**config.mk**
```make
export PLATFORM = sky130hd
export DESIGN_NAME = debounce_sync
export DESIGN_NICKNAME = d
export VERILOG_FILES = /design/src/rtl/debounce_sync.sv
export SDC_FILE = /design/constraint.sdc
export NUM_CORES = 1
export LEC_CHECK = 0
export CELL_PAD_IN_SITES_DETAIL_PLACEMENT = 1
export CELL_PAD_IN_SITES_GLOBAL_PLACEMENT = 2
export CORE_ASPECT_RATIO = 1.2
export CORE_MARGIN = 4
export CORE_UTILIZATION = 34
export CTS_CLUSTER_DIAMETER = 60
export DETAILED_ROUTE_END_ITERATION = 8
export PLACE_DENSITY = 0.85
export SLEW_MARGIN = 25
export SYNTH_ARGS = -nofsm -noshare
export SYNTH_HDL_FRONTEND = slang
export SYNTH_SLANG_ARGS = --single-unit
```
**constraint.sdc**
```tcl
create_clock -name clk -period 2.13 [get_ports clk]
set_clock_uncertainty 0.2 [all_clocks]
set_input_delay 0.213 -clock clk [delete_from_list [all_inputs] [get_ports clk]]
set_output_delay 0.213 -clock clk [all_outputs]
set_load 0.03 [all_outputs]
```
**src/rtl/debounce_sync.sv**
```systemverilog
// Debouncer for a raw asynchronous input: two-flop synchronizer,
// stability counter and edge pulses, all outputs registered.
module debounce_sync #(
    parameter int   STABLE_CYCLES = 1000,
    parameter int   CNT_W         = 16,
    parameter logic RESET_LEVEL   = 1'b1
) (
    input  logic clk,
    input  logic rst_n,
    input  logic a,
    output logic b,
    output logic rise,
    output logic fall,
    output logic busy
);

    typedef enum logic {
        IDLE  = 1'b0,
        COUNT = 1'b1
    } state_t;

    localparam logic [CNT_W-1:0] LAST = CNT_W'(STABLE_CYCLES - 1);

    state_t           state_q, state_d;
    logic [CNT_W-1:0] cnt_q, cnt_d;
    logic             sync1_q, sync2_q;
    logic             b_q, b_d;
    logic             rise_q, rise_d;
    logic             fall_q, fall_d;
    logic             busy_q;
    logic             s;

    assign s = sync2_q;

    // Two-flop synchronizer; the only logic that samples a.
    always_ff @(posedge clk) begin
        if (!rst_n) begin
            sync1_q <= RESET_LEVEL;
            sync2_q <= RESET_LEVEL;
        end else begin
            sync1_q <= a;
            sync2_q <= sync1_q;
        end
    end

    // Qualify a new level: it must differ from b on consecutive cycles.
    always_comb begin
        state_d = state_q;
        cnt_d   = cnt_q;
        b_d     = b_q;
        rise_d  = 1'b0;
        fall_d  = 1'b0;
        unique case (state_q)
            IDLE: begin
                cnt_d = '0;
                if (s != b_q) begin
                    if (STABLE_CYCLES == 1) begin
                        b_d    = s;
                        rise_d = s;
                        fall_d = ~s;
                    end else begin
                        cnt_d   = CNT_W'(1);
                        state_d = COUNT;
                    end
                end
            end
            COUNT: begin
                if (s == b_q) begin
                    cnt_d   = '0;
                    state_d = IDLE;
                end else if (cnt_q == LAST) begin
                    b_d     = s;
                    cnt_d   = '0;
                    rise_d  = s;
                    fall_d  = ~s;
                    state_d = IDLE;
                end else begin
                    cnt_d = cnt_q + CNT_W'(1);
                end
            end
            default: begin
                cnt_d   = '0;
                state_d = IDLE;
            end
        endcase
    end

    // State, counter and registered outputs; reset beats any pending update.
    always_ff @(posedge clk) begin
        if (!rst_n) begin
            state_q <= IDLE;
            cnt_q   <= '0;
            b_q     <= RESET_LEVEL;
            rise_q  <= 1'b0;
            fall_q  <= 1'b0;
            busy_q  <= 1'b0;
        end else begin
            state_q <= state_d;
            cnt_q   <= cnt_d;
            b_q     <= b_d;
            rise_q  <= rise_d;
            fall_q  <= fall_d;
            busy_q  <= (state_d == COUNT);
        end
    end

    assign b    = b_q;
    assign rise = rise_q;
    assign fall = fall_q;
    assign busy = busy_q;

endmodule

```
# Word level (Yosys, flattened, before mapping)
# Cells that the tools add are included.
[totals]
inputBits = 3
ff_bits = 22
elab_cells = 26
[classes]
bitwise_logic = 5
add_sub_neg = 1
eq_ne = 3
mux = 8
n_reduce_logical = 2
[ops]
columns = ["op", "count"]
rows = [
  ["$mux W16", 2],
  ["$pmux W16 S2", 1],
  ["$add A16 B1 Y16 const B", 1],
  ["$eq A16 B10 Y1 const B", 1],
  ["$not A1 Y1", 5],
  ["$mux W1", 4],
  ["$reduce_or A4 Y1", 1],
  ["$reduce_and A3 Y1", 1],
  ["$pmux W1 S2", 1],
  ["$eq A1 B1 Y1", 1],
  ["$ne A1 B1 Y1", 1],
]

# Depth between registers and ports, before layout
[logic_depth]
ltp_word = 4
mapped_depth = 6

# Least setup slack after synthesis
# OpenSTA, ideal clock, no wires.
[synth_path]
path_type = "reg2reg"
startpoint = "reg cnt_q[3]"
endpoint = "reg b_q, in the netlist b"
slack_ns = 0.294
arrival_ns = 1.514
path_stages_with_launch = 5
t_required_ns = 1.808
setup_time_ns = 0.122
path_cell_list = "dfxtp_1 -> or4_4 -> or4_4 -> o21ai_1 -> nand3_1"
[synth_via]
elab_chain_len = 2
[synth_rtl]
columns = ["element", "line", "source"]
rows = [
  ["start, declared", "25", "logic [CNT_W-1:0] cnt_q, cnt_d;"],
  ["start signal, assigned", "99", "cnt_q <= cnt_d;"],
  ["$eq A16 B10 Y1", "71", "end else if (cnt_q == LAST) begin"],
  ["$reduce_and A3 Y1 (no line)", "-", ""],
  ["end signal, assigned", "93", "b_q <= RESET_LEVEL;"],
  ["end signal, assigned", "100", "b_q <= b_d;"],
  ["end, declared", "27", "logic b_q, b_d;"],
]
# Every way passes these cells.
# A chain may end at the register's enable or synchronous reset.

# Worst setup path in the final report
[layout_path]
startpoint = "reg cnt_q[3]"
endpoint = "reg cnt_q[0]"
[layout_via]
elab_chain_len = 4
[layout_rtl]
columns = ["element", "line", "source"]
rows = [
  ["$eq A16 B10 Y1", "71", ""],
  ["$mux W16", "71", ""],
  ["$mux W16", "68", "if (s == b_q) begin"],
  ["$pmux W16 S2", "53", "unique case (state_q)"],
]
# Every way passes these cells.

==> results_dict.tcl <==
set metrics [dict create \
    routed_via_density 5.10 \
    preCtsSetupSlack_ps 201 \
    cts_buffers 3 \
    die_height_um 65.3 \
    worstSetupPathType "register to register" \
    syn_inst 104 \
    htree_levels 1 \
    cts-root-buf "clkbuf_4" \
    start_util 0.361 \
    final_hold_viol_count 0 \
    setup_ws_ps 186 \
    drt_iter0_markers 13 \
    fin_crit_sh 0.913 \
    fin_util 0.416 \
    maxCapViolCount 0 \
    dp_hpwl_mm 1.41 \
    required_ps 2140 \
    cp.arrival_ps 1960 \
    dieArea_mm2 0.00364 \
    grt_pass1_wl_mm 3.57 \
    cts.sinks 22 \
    setup_viol 0 \
    max_slew_margin 0.761 \
    ys_seq_area_frac 0.474 \
    maxSlewViolCount 0 \
    num-nets-final 117 \
    hold_buffers 0 \
    grt_use_total 0.125 \
    vias 740 \
    post-route-min-period_ps 1940 \
    io_pins 7 \
    dr.pass1.iters 3 \
    grt_overflow 0 \
    synth-seq-cells 22 \
    synth_fp_nets 108 \
    min_path_type "register to register" \
    ant_nets 0 \
    synth.cell_area_um2 930 \
    instances_no_fill 145 \
    clk_latency_ps 320 \
    rsz0062_at_grt "false" \
    post-synth-top-area-cell "dfxtp_1" \
    grt_max_degree 16 \
    crit_fanout 7 \
    antenna_found_initial 0 \
    power.density_mw_per_mm2 702 \
    routed_wl_mm 1.87 \
    place_inst 141 \
    outcome "finished clean" \
    synth_cell_types 21 \
    finalSetupTns_ps 0 \
    final_common_cell "dfxtp_1" \
    leakage_nw 0.306 \
    postCtsSetupRepairBufs 0 \
    tightest_slew_ps 355 \
    route.detailed.drc 0 \
    cp-start-kind "register" \
    clockBufferDepth 2 \
    syn_avg_cell_area_um2 8.94 \
    core_area_mm2 0.00258 \
    synthTopCellsByArea "dfxtp_1 47%, xnor2_1 10%, nor2_1 8.1%" \
    fmax_mhz 514 \
    yosys_warnings 0 \
    drive_gt1_frac 0.0714 \
    setup.worst_path.end_class "register" \
    row_count 20 \
    ir_drop_mv 0.326 \
    antennaDiodeCount 0 \
    place.gp.congestion 0.751 \
    io_buffers 6 \
    area_growth_pct 15.3 \
    cts_tree "built" \
    fillers 319 \
    final_cell_mix "22 x dfxtp_1, 20 x nor2_1, 11 x xnor2_1" \
    synth_top_area_frac 0.474 \
    cts_resized 0 \
    clk_pin_slew_ps 130 \
    wire_per_inst_um 12.9 \
    die_w_um 55.7 \
    grt_pass1_vias 789 \
]
## kinds of logic (layout without fill, tap and decap cells)
| family | Yosys count | after routing | share of synthesized area |
|---|---|---|---|
| AOI/OAI and AO/OA | 3 | 3 | 0.0242 |
| and+or+nand+nor | 57 | 57 | 0.319 |
| xor gates and xnor gates | 15 | 15 | 0.141 |
| DFF | 22 | 22 | 0.474 |
| buffers and inverters | 6 | 14 | 0.0283 |
| adders and majority gates | 1 | 1 | 0.0135 |
## final timing paths
path,startpoint,to,slack (ps),cells past startpoint
max reg2reg,cnt_q[3],cnt_q[0],190,4
min,sync1_q,s,240,1
min reg2reg,sync1_q,s,240,1
max,cnt_q[3],cnt_q[0],190,4
## flip-flops by register name, indices dropped and copies added, names as in the netlist
register	count
busy	1
s	1
b	1
fall	1
sync1_q	1
cnt_q	16
rise	1
## layout make-up
class | count | area [um^2] | area share
multi-input combinational | 76 | 463 | 0.432
tap | 33 | 41.3 | 0.0385
clock inverter | 1 | 30.0 | 0.0280
timing repair buffer | 6 | 60.1 | 0.0560
clock buffer | 3 | 22.5 | 0.0210
sequential | 22 | 440 | 0.411
inverter | 4 | 15.0 | 0.0140
## where the power goes
part / switching [mW] / total [mW] / internal, mW
logic: 0.00581 / 0.0127 / 0.00690
registers: 0.00248 / 0.417 / 0.414
clock network: 0.133 / 0.323 / 0.190
total: 0.141 / 0.753 / 0.611
## cells in the mapped netlist
cell type and instances:
nand2_1 6, buf_4 1, xor2_1 4, a211oi_1 1
and4_1 1, nor3_1 4, inv_1 4, o21ai_1 1
nand3_1 7, nor4_2 1, nor4_1 6, nand2b_1 2
xnor2_1 11, and3_1 2, or4_4 2, nor2_1 20
nand4_1 6, dfxtp_1 22, ha_1 1, a211o_2 1
clkbuf_1 1
## through the flow
stage	hold slack, ps	cell area (um^2)	power [mW]
floorplan	84.8	930	0.431
global placement	201	1020	0.438
detailed placement	216	1020	0.439
CTS	250	1070	0.766
global route	237	1070	0.787
finish	239	1070	0.753
## critical path: stages, from the launching register on
cell and delay [ps]:
dfxtp_1 400, or4_4 560, or4_4 460, nor2_1 160, a211oi_1 70
## per-layer routing
layer / up-vias / wire length, um / track usage / share of wire
met2: 9 / 921 / 0.223 / 0.49
met3: 4 / 50 / 0.0236 / 0.027
li1: 376 / - / - / -
met5: - / 0 / 0 / 0
met1: 351 / 853 / 0.137 / 0.46
met4: 0 / 44 / 0.0729 / 0.024
Note: power is estimated with default switching activity, not from simulation.
